File: config.mk
export PLATFORM = sky130hd
export DESIGN_NAME = usb2_ep_router_flat
export DESIGN_NICKNAME = d
export VERILOG_FILES = /design/src/rtl/usb2_ep_router_if.sv /design/src/rtl/usb2_ep_router.sv /design/src/flat_wrapper.sv
export SDC_FILE = /design/constraint.sdc
export NUM_CORES = 1
export LEC_CHECK = 0
export ABC_AREA = 1
export CORE_UTILIZATION = 30
export DETAILED_ROUTE_END_ITERATION = 16
export PLACE_DENSITY = 0.74
export RECOVER_POWER = 50
export REMOVE_ABC_BUFFERS = 1
export SLEW_MARGIN = 20
export SYNTH_ARGS = -nofsm -noshare
export SYNTH_HDL_FRONTEND = slang
export SYNTH_SLANG_ARGS = --single-unit
File: constraint.sdc
create_clock -name phy_clk -period 2.5 [get_ports phy_clk]
set_input_delay 0.25 -clock phy_clk [delete_from_list [all_inputs] [get_ports phy_clk]]
set_output_delay 0.25 -clock phy_clk [all_outputs]
set_load 0.02 [all_outputs]
File: src/rtl/usb2_ep_router_if.sv
// Packet-layer side of the endpoint router: token, end-of-transaction and
// buffer handshake signals.
//   master : packet layer (drives tokens and buffer strobes, sees returns)
//   slave  : usb2_ep_router (sees tokens and strobes, drives muxed returns)
interface usb2_ep_router_if;
   logic       token_valid;
   logic [3:0] token_endp;
   logic       token_dir;
   logic       xfer_done;
   logic       buf_in_wren;
   logic       buf_in_commit;
   logic       buf_out_arm;
   logic       buf_in_ready;
   logic       buf_in_commit_ack;
   logic       buf_out_hasdata;
   logic       buf_out_arm_ack;
   logic [7:0] buf_out_q;
   logic [9:0] buf_out_len;

   modport master (
      output token_valid, token_endp, token_dir, xfer_done,
      output buf_in_wren, buf_in_commit, buf_out_arm,
      input  buf_in_ready, buf_in_commit_ack, buf_out_hasdata, buf_out_arm_ack,
      input  buf_out_q, buf_out_len
   );

   modport slave (
      input  token_valid, token_endp, token_dir, xfer_done,
      input  buf_in_wren, buf_in_commit, buf_out_arm,
      output buf_in_ready, buf_in_commit_ack, buf_out_hasdata, buf_out_arm_ack,
      output buf_out_q, buf_out_len
   );
endinterface

File: src/rtl/usb2_ep_router.sv
// Endpoint router between the USB 2.0 packet layer and NUM_EP endpoint
// buffers. Latches the endpoint addressed by a token, routes buffer strobes to
// it one-hot and muxes its returns back for the length of the transaction.
// Owns per-endpoint data toggle and halt (STALL) state plus a watchdog.
// Ports:
//   phy_clk, reset          clock, async active-high reset
//   pkt                     packet-side handshake (usb2_ep_router_if.slave)
//   setup_ack, data_toggle_act, halt_set, halt_clr, halt_endp, config_reset
//                           toggle/halt control
//   ep_buf_*                one-hot strobes out / flattened returns in
//   sel_valid, sel_endp, endp_mode, data_toggle, stall, sel_err, timeout
//                           selection status
//
// state  | meaning
// IDLE   | no transaction, all routing closed
// ACTIVE | token accepted, routing open to sel_endp unless stalled
module usb2_ep_router #(
   parameter int unsigned NUM_EP      = 4,
   parameter logic [31:0] EP_MODES    = 32'h0000_00A8,
   parameter logic [15:0] EP_IN_MASK  = 16'h0003,
   parameter logic [15:0] EP_OUT_MASK = 16'h0005,
   parameter int unsigned TIMEOUT_CYC = 8191
) (
   input  logic                   phy_clk,
   input  logic                   reset,
   usb2_ep_router_if.slave        pkt,
   input  logic                   setup_ack,
   input  logic                   data_toggle_act,
   input  logic                   halt_set,
   input  logic                   halt_clr,
   input  logic [3:0]             halt_endp,
   input  logic                   config_reset,
   output logic [NUM_EP-1:0]      ep_buf_in_wren,
   output logic [NUM_EP-1:0]      ep_buf_in_commit,
   output logic [NUM_EP-1:0]      ep_buf_out_arm,
   input  logic [NUM_EP-1:0]      ep_buf_in_ready,
   input  logic [NUM_EP-1:0]      ep_buf_in_commit_ack,
   input  logic [NUM_EP-1:0]      ep_buf_out_hasdata,
   input  logic [NUM_EP-1:0]      ep_buf_out_arm_ack,
   input  logic [8*NUM_EP-1:0]    ep_buf_out_q,
   input  logic [10*NUM_EP-1:0]   ep_buf_out_len,
   output logic                   sel_valid,
   output logic [3:0]             sel_endp,
   output logic [1:0]             endp_mode,
   output logic [1:0]             data_toggle,
   output logic                   stall,
   output logic                   sel_err,
   output logic                   timeout
);

   typedef enum logic {ST_IDLE, ST_ACTIVE} state_t;

   localparam logic [15:0] WD_LAST = 16'(TIMEOUT_CYC - 1);
   localparam logic [1:0]  MODE_ISO = 2'd1;

   state_t              state_q, state_d;
   logic [3:0]          sel_endp_q, sel_endp_d;
   logic                stall_q, stall_d;
   logic                sel_err_q, sel_err_d;
   logic                timeout_q, timeout_d;
   logic [15:0]         wd_q, wd_d;
   logic [NUM_EP-1:0]   toggle_q, toggle_d;
   logic [NUM_EP-1:0]   halt_q, halt_d;

   logic [1:0]          ep_mode [NUM_EP];
   logic [NUM_EP-1:0]   sel_oh;
   logic                active, gate;
   logic                tok_ok, tok_halt;

   // ep0 is always control regardless of what EP_MODES says for it
   for (genvar g = 0; g < NUM_EP; g++) begin : g_mode
      if (g == 0) begin : g_ctl
         assign ep_mode[g] = 2'd0;
      end else begin : g_oth
         assign ep_mode[g] = EP_MODES[2*g +: 2];
      end
   end

   assign active = (state_q == ST_ACTIVE);
   assign gate   = active & ~stall_q;

   // Endpoints >= NUM_EP never match, which covers the range check
   always_comb begin
      tok_ok   = 1'b0;
      tok_halt = 1'b0;
      sel_oh   = '0;
      for (int i = 0; i < NUM_EP; i++) begin
         if (pkt.token_endp == 4'(i)) begin
            tok_ok   = pkt.token_dir ? EP_IN_MASK[i] : EP_OUT_MASK[i];
            tok_halt = halt_q[i];
         end
         sel_oh[i] = (sel_endp_q == 4'(i));
      end
   end

   always_comb begin
      state_d    = state_q;
      sel_endp_d = sel_endp_q;
      stall_d    = stall_q;
      wd_d       = wd_q;
      sel_err_d  = 1'b0;
      timeout_d  = 1'b0;
      case (state_q)
         ST_IDLE: begin
            wd_d = '0;
            if (pkt.token_valid) begin
               if (tok_ok) begin
                  state_d    = ST_ACTIVE;
                  sel_endp_d = pkt.token_endp;
                  stall_d    = tok_halt;
               end else begin
                  sel_err_d = 1'b1;
               end
            end
         end
         ST_ACTIVE: begin
            wd_d = wd_q + 16'd1;
            if (pkt.xfer_done) begin
               state_d    = ST_IDLE;
               sel_endp_d = '0;
               stall_d    = 1'b0;
            end else begin
               sel_err_d = pkt.token_valid;
               if (wd_q == WD_LAST) begin
                  timeout_d  = 1'b1;
                  state_d    = ST_IDLE;
                  sel_endp_d = '0;
                  stall_d    = 1'b0;
               end
            end
         end
         default: state_d = ST_IDLE;
      endcase
   end

   always_comb begin
      toggle_d = toggle_q;
      halt_d   = halt_q;
      for (int i = 0; i < NUM_EP; i++) begin
         if (config_reset) begin
            toggle_d[i] = 1'b0;
            halt_d[i]   = 1'b0;
         end else if (halt_set && halt_endp == 4'(i)) begin
            halt_d[i] = 1'b1;
         end else if (halt_clr && halt_endp == 4'(i)) begin
            halt_d[i]   = 1'b0;
            toggle_d[i] = 1'b0;
         end else if (setup_ack && i == 0) begin
            toggle_d[i] = 1'b1;
            halt_d[i]   = 1'b0;
         end else if (data_toggle_act && active && sel_oh[i] && ep_mode[i] != MODE_ISO) begin
            toggle_d[i] = ~toggle_q[i];
         end
      end
   end

   always_ff @(posedge phy_clk or posedge reset) begin
      if (reset) begin
         state_q    <= ST_IDLE;
         sel_endp_q <= '0;
         stall_q    <= 1'b0;
         sel_err_q  <= 1'b0;
         timeout_q  <= 1'b0;
         wd_q       <= '0;
         toggle_q   <= '0;
         halt_q     <= '0;
      end else begin
         state_q    <= state_d;
         sel_endp_q <= sel_endp_d;
         stall_q    <= stall_d;
         sel_err_q  <= sel_err_d;
         timeout_q  <= timeout_d;
         wd_q       <= wd_d;
         toggle_q   <= toggle_d;
         halt_q     <= halt_d;
      end
   end

   assign ep_buf_in_wren   = {NUM_EP{gate & pkt.buf_in_wren}}   & sel_oh;
   assign ep_buf_in_commit = {NUM_EP{gate & pkt.buf_in_commit}} & sel_oh;
   assign ep_buf_out_arm   = {NUM_EP{gate & pkt.buf_out_arm}}   & sel_oh;

   logic       ret_in_ready, ret_commit_ack, ret_hasdata, ret_arm_ack;
   logic [7:0] ret_q;
   logic [9:0] ret_len;
   logic [1:0] ret_mode;
   logic       ret_tog;

   always_comb begin
      ret_in_ready   = 1'b0;
      ret_commit_ack = 1'b0;
      ret_hasdata    = 1'b0;
      ret_arm_ack    = 1'b0;
      ret_q          = '0;
      ret_len        = '0;
      ret_mode       = '0;
      ret_tog        = 1'b0;
      for (int i = 0; i < NUM_EP; i++) begin
         if (gate && sel_oh[i]) begin
            ret_in_ready   = ep_buf_in_ready[i];
            ret_commit_ack = ep_buf_in_commit_ack[i];
            ret_hasdata    = ep_buf_out_hasdata[i];
            ret_arm_ack    = ep_buf_out_arm_ack[i];
            ret_q          = ep_buf_out_q[8*i +: 8];
            ret_len        = ep_buf_out_len[10*i +: 10];
            ret_mode       = ep_mode[i];
            ret_tog        = toggle_q[i] & (ep_mode[i] != MODE_ISO);
         end
      end
   end

   assign pkt.buf_in_ready      = ret_in_ready;
   assign pkt.buf_in_commit_ack = ret_commit_ack;
   assign pkt.buf_out_hasdata   = ret_hasdata;
   assign pkt.buf_out_arm_ack   = ret_arm_ack;
   assign pkt.buf_out_q         = ret_q;
   assign pkt.buf_out_len       = ret_len;

   assign sel_valid   = active;
   assign sel_endp    = sel_endp_q;
   assign stall       = stall_q;
   assign endp_mode   = ret_mode;
   assign data_toggle = {1'b0, ret_tog};
   assign sel_err     = sel_err_q;
   assign timeout     = timeout_q;

endmodule

File: src/flat_wrapper.sv
// flat-port wrapper written by rule: the top's interface ports become plain ports
module usb2_ep_router_flat 
#(
   parameter int unsigned NUM_EP      = 4,
   parameter logic [31:0] EP_MODES    = 32'h0000_00A8,
   parameter logic [15:0] EP_IN_MASK  = 16'h0003,
   parameter logic [15:0] EP_OUT_MASK = 16'h0005,
   parameter int unsigned TIMEOUT_CYC = 8191
)
  (phy_clk, reset, setup_ack, data_toggle_act, halt_set, halt_clr, halt_endp, config_reset, ep_buf_in_wren, ep_buf_in_commit, ep_buf_out_arm, ep_buf_in_ready, ep_buf_in_commit_ack, ep_buf_out_hasdata, ep_buf_out_arm_ack, ep_buf_out_q, ep_buf_out_len, sel_valid, sel_endp, endp_mode, data_toggle, stall, sel_err, timeout, pkt_token_valid, pkt_token_endp, pkt_token_dir, pkt_xfer_done, pkt_buf_in_wren, pkt_buf_in_commit, pkt_buf_out_arm, pkt_buf_in_ready, pkt_buf_in_commit_ack, pkt_buf_out_hasdata, pkt_buf_out_arm_ack, pkt_buf_out_q, pkt_buf_out_len);
  usb2_ep_router_if pkt_i ();
  input  logic phy_clk;
  input  logic reset;
  input  logic setup_ack;
  input  logic data_toggle_act;
  input  logic halt_set;
  input  logic halt_clr;
  input  logic [3:0] halt_endp;
  input  logic config_reset;
  output logic [NUM_EP-1:0] ep_buf_in_wren;
  output logic [NUM_EP-1:0] ep_buf_in_commit;
  output logic [NUM_EP-1:0] ep_buf_out_arm;
  input  logic [NUM_EP-1:0] ep_buf_in_ready;
  input  logic [NUM_EP-1:0] ep_buf_in_commit_ack;
  input  logic [NUM_EP-1:0] ep_buf_out_hasdata;
  input  logic [NUM_EP-1:0] ep_buf_out_arm_ack;
  input  logic [8*NUM_EP-1:0] ep_buf_out_q;
  input  logic [10*NUM_EP-1:0] ep_buf_out_len;
  output logic sel_valid;
  output logic [3:0] sel_endp;
  output logic [1:0] endp_mode;
  output logic [1:0] data_toggle;
  output logic stall;
  output logic sel_err;
  output logic timeout;
  input wire logic [$bits(pkt_i.token_valid)-1:0] pkt_token_valid;
  input wire logic [$bits(pkt_i.token_endp)-1:0] pkt_token_endp;
  input wire logic [$bits(pkt_i.token_dir)-1:0] pkt_token_dir;
  input wire logic [$bits(pkt_i.xfer_done)-1:0] pkt_xfer_done;
  input wire logic [$bits(pkt_i.buf_in_wren)-1:0] pkt_buf_in_wren;
  input wire logic [$bits(pkt_i.buf_in_commit)-1:0] pkt_buf_in_commit;
  input wire logic [$bits(pkt_i.buf_out_arm)-1:0] pkt_buf_out_arm;
  output wire logic [$bits(pkt_i.buf_in_ready)-1:0] pkt_buf_in_ready;
  output wire logic [$bits(pkt_i.buf_in_commit_ack)-1:0] pkt_buf_in_commit_ack;
  output wire logic [$bits(pkt_i.buf_out_hasdata)-1:0] pkt_buf_out_hasdata;
  output wire logic [$bits(pkt_i.buf_out_arm_ack)-1:0] pkt_buf_out_arm_ack;
  output wire logic [$bits(pkt_i.buf_out_q)-1:0] pkt_buf_out_q;
  output wire logic [$bits(pkt_i.buf_out_len)-1:0] pkt_buf_out_len;
  assign pkt_i.token_valid = pkt_token_valid;
  assign pkt_i.token_endp = pkt_token_endp;
  assign pkt_i.token_dir = pkt_token_dir;
  assign pkt_i.xfer_done = pkt_xfer_done;
  assign pkt_i.buf_in_wren = pkt_buf_in_wren;
  assign pkt_i.buf_in_commit = pkt_buf_in_commit;
  assign pkt_i.buf_out_arm = pkt_buf_out_arm;
  assign pkt_buf_in_ready = pkt_i.buf_in_ready;
  assign pkt_buf_in_commit_ack = pkt_i.buf_in_commit_ack;
  assign pkt_buf_out_hasdata = pkt_i.buf_out_hasdata;
  assign pkt_buf_out_arm_ack = pkt_i.buf_out_arm_ack;
  assign pkt_buf_out_q = pkt_i.buf_out_q;
  assign pkt_buf_out_len = pkt_i.buf_out_len;
  usb2_ep_router #(.NUM_EP(NUM_EP), .EP_MODES(EP_MODES), .EP_IN_MASK(EP_IN_MASK), .EP_OUT_MASK(EP_OUT_MASK), .TIMEOUT_CYC(TIMEOUT_CYC)) u_core (.phy_clk(phy_clk), .reset(reset), .pkt(pkt_i), .setup_ack(setup_ack), .data_toggle_act(data_toggle_act), .halt_set(halt_set), .halt_clr(halt_clr), .halt_endp(halt_endp), .config_reset(config_reset), .ep_buf_in_wren(ep_buf_in_wren), .ep_buf_in_commit(ep_buf_in_commit), .ep_buf_out_arm(ep_buf_out_arm), .ep_buf_in_ready(ep_buf_in_ready), .ep_buf_in_commit_ack(ep_buf_in_commit_ack), .ep_buf_out_hasdata(ep_buf_out_hasdata), .ep_buf_out_arm_ack(ep_buf_out_arm_ack), .ep_buf_out_q(ep_buf_out_q), .ep_buf_out_len(ep_buf_out_len), .sel_valid(sel_valid), .sel_endp(sel_endp), .endp_mode(endp_mode), .data_toggle(data_toggle), .stall(stall), .sel_err(sel_err), .timeout(timeout));
endmodule
* Yosys cells after proc, flatten, opt, wreduce, memory -nomap -nowiden
Cells that the tools add are included.
** Word-level totals
- Latch bits :: 0
- Memory bits (writable) :: 0
- Word-level logic and storage cells :: 172
- Register bits after elaboration :: 32
- Memories :: 0
- ROM bits :: 0
- Input bits :: 109
- Output and inout bits :: 46
** Cells by class
- Bitwise gates (word level) :: 13
- Equality and inequality tests :: 17
- Magnitude comparators :: 0
- Divide/modulo/power cells :: 0
- Add/sub/neg operators :: 1
- Multiply operators :: 0
- Shifts and indexed selects :: 0
- Reduce and logical (&&, ||, !) cells :: 33
- Multiplexer cells :: 94
** Operators by type and width (number)
- 1-bit two-way mux :: 74
- 10-bit two-way mux :: 4
- 8-bit two-way mux :: 4
- 16-bit one-hot mux with 2 select lines :: 1
- 4-bit by 2-bit == test with 1-bit output (second input constant) :: 6
- 3-bit nonzero test :: 6
- 1-bit logical AND :: 17
- 16-bit by 1-bit adder with 16-bit output (second input constant) :: 1
- 16-bit by 13-bit == test with 1-bit output (second input constant) :: 1
- 4-bit two-way mux :: 4
- 4-bit bitwise AND :: 3
- 4-bit by 1-bit == test with 1-bit output (second input constant) :: 3
- 4-bit logical NOT :: 3
- 2-bit != test (second input constant) :: 5
- 4-bit one-hot mux with 2 select lines :: 1
- 2-bit AND reduction :: 4
- 4-bit nonzero test :: 2
- 2-bit two-way mux :: 3
- 1-bit NOT :: 6
- 1-bit one-hot mux with 2 select lines :: 3
- 1-bit bitwise AND :: 4
- 3-bit != test (second input constant) :: 1
- 3-bit AND reduction :: 1
- 2-bit by 1-bit != test with 1-bit output (second input constant) :: 1

* Logic depth before layout (Yosys ltp)
- Depth after elaboration :: 8
- Gate-level depth with buffers :: 11

* Worst setup path before layout
No wires, ideal clock.
- Path kind :: register to output
- From :: reg u_core.state_q (netlist: u_core.sel_valid)
- To :: out ep_buf_in_commit[2]
- Stages on the path, launching flop included :: 9
- Required time :: 2.250 ns
- Setup slack :: 0.814 ns
- Data arrival time :: 1.436 ns
- Cell sequence :: dfrtp_1 -> buf_6 -> inv_4 -> nor2_8 -> inv_4 -> nor2_4 -> buf_6 -> inv_2 -> nor2_1
** Between the ends
- Longest elaborated chain between the ends :: 3
** Ends and longest elaborated chain
- from (decl) :: RTL line usb2_ep_router.sv:56 : state_t state_q, state_d;
- from (signal assigned) :: RTL line usb2_ep_router.sv:168 : state_q <= state_d;
- 1-bit bitwise AND :: RTL line usb2_ep_router.sv:80 : assign gate = active & ~stall_q;
- 1-bit bitwise AND :: RTL line usb2_ep_router.sv:180 : assign ep_buf_in_commit = {NUM_EP{gate & pkt.buf_in_commit}} & sel_oh;
- 4-bit bitwise AND :: RTL line usb2_ep_router.sv:180
- to (decl) :: RTL line flat_wrapper.sv:21 : output logic [NUM_EP-1:0] ep_buf_in_commit;
Every way passes these cells.

* Worst setup path after layout
- From :: reg u_core.sel_endp_q[3] (netlist: u_core.sel_endp[3])
- To :: out ep_buf_in_commit[2]
** Between the ends
- Longest elaborated chain between the ends :: 2
** Ends and longest elaborated chain
- from (decl) :: RTL line usb2_ep_router.sv:57 : logic [3:0] sel_endp_q, sel_endp_d;
- from (signal assigned) :: RTL line usb2_ep_router.sv:169 : sel_endp_q <= sel_endp_d;
- 4-bit by 2-bit == test with 1-bit output :: RTL line usb2_ep_router.sv:92 : sel_oh[i] = (sel_endp_q == 4'(i));
- 4-bit bitwise AND :: RTL line usb2_ep_router.sv:180
Every way passes these cells.

==> run_results.csv <==
group,metric,value,unit
timing,hold_violations,0,
place,gp_congestion,0.870,
power_and_ir_drop,finalPower,1.52,mW
die,std_cell_rows,33,
logic_synthesis,synthMuxAreaShare,0,
place,dp_hpwl,6.98,mm
die,die_h,94.1,µm
logic_synthesis,synth_top_family_by_area,"simple AND/OR/NAND/NOR gates",
finish,area_growth_syn_to_layout,70.0,%
clock_network,cts-root-buf,"clkbuf_8",
logic_synthesis,synth_cells,399,
timing,fin_crit_sh,0.960,
timing,slew_viol_final,33,
timing,fmax,417,MHz
route,via_per_inst,4.70,
finish,nets,664,
die,start_util,0.310,
die,die_w,94.1,µm
timing,skew,0.00586,ns
clock_network,clk_latency,0.29,ns
global_routing,antenna_found_initial,0,
global_routing,grt_max_degree,33,
logic_synthesis,ys_ff_latch,32,
clock_network,cts_htree_levels,2,
job,maxCapViolCount,1,
timing,fin_setup_tns,0,ns
clock_network,clockBufferDepth,2,
global_routing,grt_first_pass_wirelength,12.8,mm
worst_setup_path,cp.arrival,2.15,ns
power_and_ir_drop,max-vdd-ir-drop,0.000257,V
route,drtAntennaViolNets,0,
global_routing,grt_pass1_vias,2767,
logic_synthesis,synthAdderAreaFrac,0.00983,
logic_synthesis,synth_xor_area_frac,0.0138,
worst_setup_path,cp-end-kind,"output port",
global_routing,grtUsageTotal,0.185,
place,port_buffers,152,
logic_synthesis,syn_area_per_cell,6.38,µm²
timing,rsz0062_at_grt,"false",
clock_network,clk_pin_slew,0.07,ns
logic_synthesis,synth.cell_area,2550,µm²
worst_setup_path,criticalPathCategory,"flip-flop to output port",
logic_synthesis,ys_warn_count,0,
timing,tightest_slew,1.74,ns
route,drt_iter0_drc,112,
finish,drive_above_1_share,0.0469,
power_and_ir_drop,p_leak,2.32,nW
route,dr_total_vias,3095,
die,core_area,8220,µm²
route,first_pass_iters,4,
worst_setup_path,critPathMaxFanout,23,
route,route.detailed.drc,0,
timing,slew_headroom,-0.158,
timing,hold_slack,0.491,ns
die,ios,155,
finish,fillers,763,
timing,finalSetupViolations,0,
clock_network,cts.sinks,32,
logic_synthesis,synth_seq_area_share,0.314,
clock_network,cts_hold_buffers,0,
logic_synthesis,synth-compound-area-share,0.0373,
power_and_ir_drop,power_density,350,nW/µm²
clock_network,cts-buffers-inserted,5,
worst_setup_path,r2r_slack,0.92,ns
logic_synthesis,synth_simple_gate_area_frac,0.503,
worst_setup_path,required,2.25,ns
route,wl,8.72,mm
timing,post-route-min-period,2.40,ns
global_routing,grt_overflow,0,
worst_setup_path,start_kind,"flip-flop",
die,dieArea,8860,µm²
worst_hold_path,hp-class,"flip-flop to flip-flop",
status,status,"complete, but fails checks",
finish,n_antenna_cell,0,
status,failed_checks,"capacitance limit, slew limit",
logic_synthesis,yosysUniqueCellTypes,29,
route,wl_per_cell,13.2,µm
clock_network,cts_tree,"built",
[where the power goes]
| part | switching (mW) | internal, mW | total, mW |
|---|---|---|---|
| combinational | 0.208 | 0.255 | 0.464 |
| sequential | 0.0211 | 0.536 | 0.558 |
| clock | 0.199 | 0.295 | 0.494 |
| total | 0.429 | 1.09 | 1.52 |
[area by class of cell]
| type | count | area [µm²] | share of cell area |
|---|---|---|---|
| inverter | 46 | 178 | 0.0410 |
| clock inverter | 3 | 42.5 | 0.00983 |
| tap | 105 | 131 | 0.0303 |
| clock buffer | 5 | 68.8 | 0.0159 |
| sequential | 32 | 801 | 0.185 |
| timing repair buffer | 159 | 1690 | 0.390 |
| multi-input combinational | 309 | 1420 | 0.328 |
[kinds of logic (layout without fill, tap and decap cells)]
kind of cell | count (synthesis) | count (layout)
AND/OR/NAND/NOR | 284 | 284
buffers and inverters | 59 | 213
flip-flops | 32 | 32
AO/OA/AOI/OAI | 17 | 17
XOR/XNOR | 4 | 4
adder cells (fa/ha/maj) | 2 | 2
other | 1 | 2
[critical path: stages (launching register included)]
cell             delay, ns
dfrtp_1               0.41
nor2_4                0.21
nand3_1               0.14
nor2_4                0.15
buf_12                0.18
inv_2                 0.06
nor2_1                0.09
clkdlybuf4s50_1       0.60
[state kept, by name (all words and copies together) (netlist names)]
register          flops
u_core.stall          1
u_core.timeout        1
u_core.sel_endp       4
u_core.halt_q         4
u_core.toggle_q       4
u_core.sel_valid      1
u_core.sel_err        1
u_core.wd_q          16
[final timing paths]
kind	startpoint	to	cells past startpoint
worst min register to register	u_core.wd_q[0]	u_core.wd_q[0]	1
worst min-delay path	u_core.wd_q[0]	u_core.wd_q[0]	1
min in group asynchronous	reset	u_core.wd_q[6]	3
max in group asynchronous	reset	u_core.wd_q[13]	3
worst max-delay path	u_core.sel_endp[3]	ep_buf_in_commit[2]	7
worst max register to register	u_core.sel_valid	u_core.toggle_q[0]	8
[synthesized netlist by cell type, drive strengths merged]
master | number | area [µm²]
nand4 | 37 | 231
nand3 | 21 | 115
dfrtp | 32 | 801
o21ai | 7 | 35.0
nor2 | 59 | 288
clkbuf | 1 | 3.75
nand2 | 162 | 613
nand3b | 1 | 7.51
a21boi | 2 | 15.0
conb | 1 | 3.75
o211ai | 1 | 7.51
ha | 2 | 25.0
xnor2 | 2 | 17.5
a21oi | 6 | 30.0
nor3 | 3 | 20.0
o31ai | 1 | 7.51
inv | 46 | 178
xor2 | 2 | 17.5
and2 | 1 | 6.26
buf | 12 | 124
[layout by cell type, fill, tap and decap left out, types with 2 or more instances in the layout]
cell             netlist  routed
nand3_1               19      20
o21ai_0                7       7
conb_1                 1       2
ha_1                   2       2
nor2_1                50      52
clkdlybuf4s50_1        0     121
inv_2                  2       2
xnor2_1                2       2
buf_12                 0       4
nor3_1                 2       3
nand4_1               37      37
dfrtp_1               32      32
inv_1                 42      42
nor2_4                 6       5
a21oi_1                6       6
clkbuf_8               0       5
a21boi_0               2       2
dlymetal6s2s_1         0      28
clkbuf_1               1       2
nand2_1              160     161
xor2_1                 2       2
inv_4                  2       2
dlygate4sd3_1          0       3
[per-layer routing]
metal,track usage,share of wire,up-vias
li1,-,-,1568
met1,0.203,0.40,1386
met2,0.347,0.50,124
met3,0.0348,0.076,17
met4,0.0718,0.023,0
met5,0,0,-
[repair_timing]
item                                    4_1_cts  5_1_grt
gates resized for setup                       0       28
endpoints found under the hold margin         0        0
buffers inserted                              0        1
endpoints found under the setup margin        0       29
[per-stage QoR]
| step | setup WS (ns) | std cells | utilization | area (µm²) |
|---|---|---|---|---|
| after detailed placement | 0.358 | 650 | 0.508 | 4170 |
| after global placement | 0.401 | 650 | 0.508 | 4170 |
| after floorplan | 0.561 | 387 | - | 2420 |
| final | 0.0994 | 659 | 0.527 | 4330 |
| after global routing | 0.000980 | 659 | 0.527 | 4330 |
| after CTS | 0.0297 | 658 | 0.521 | 4280 |
(Power assumes the default switching activity.)
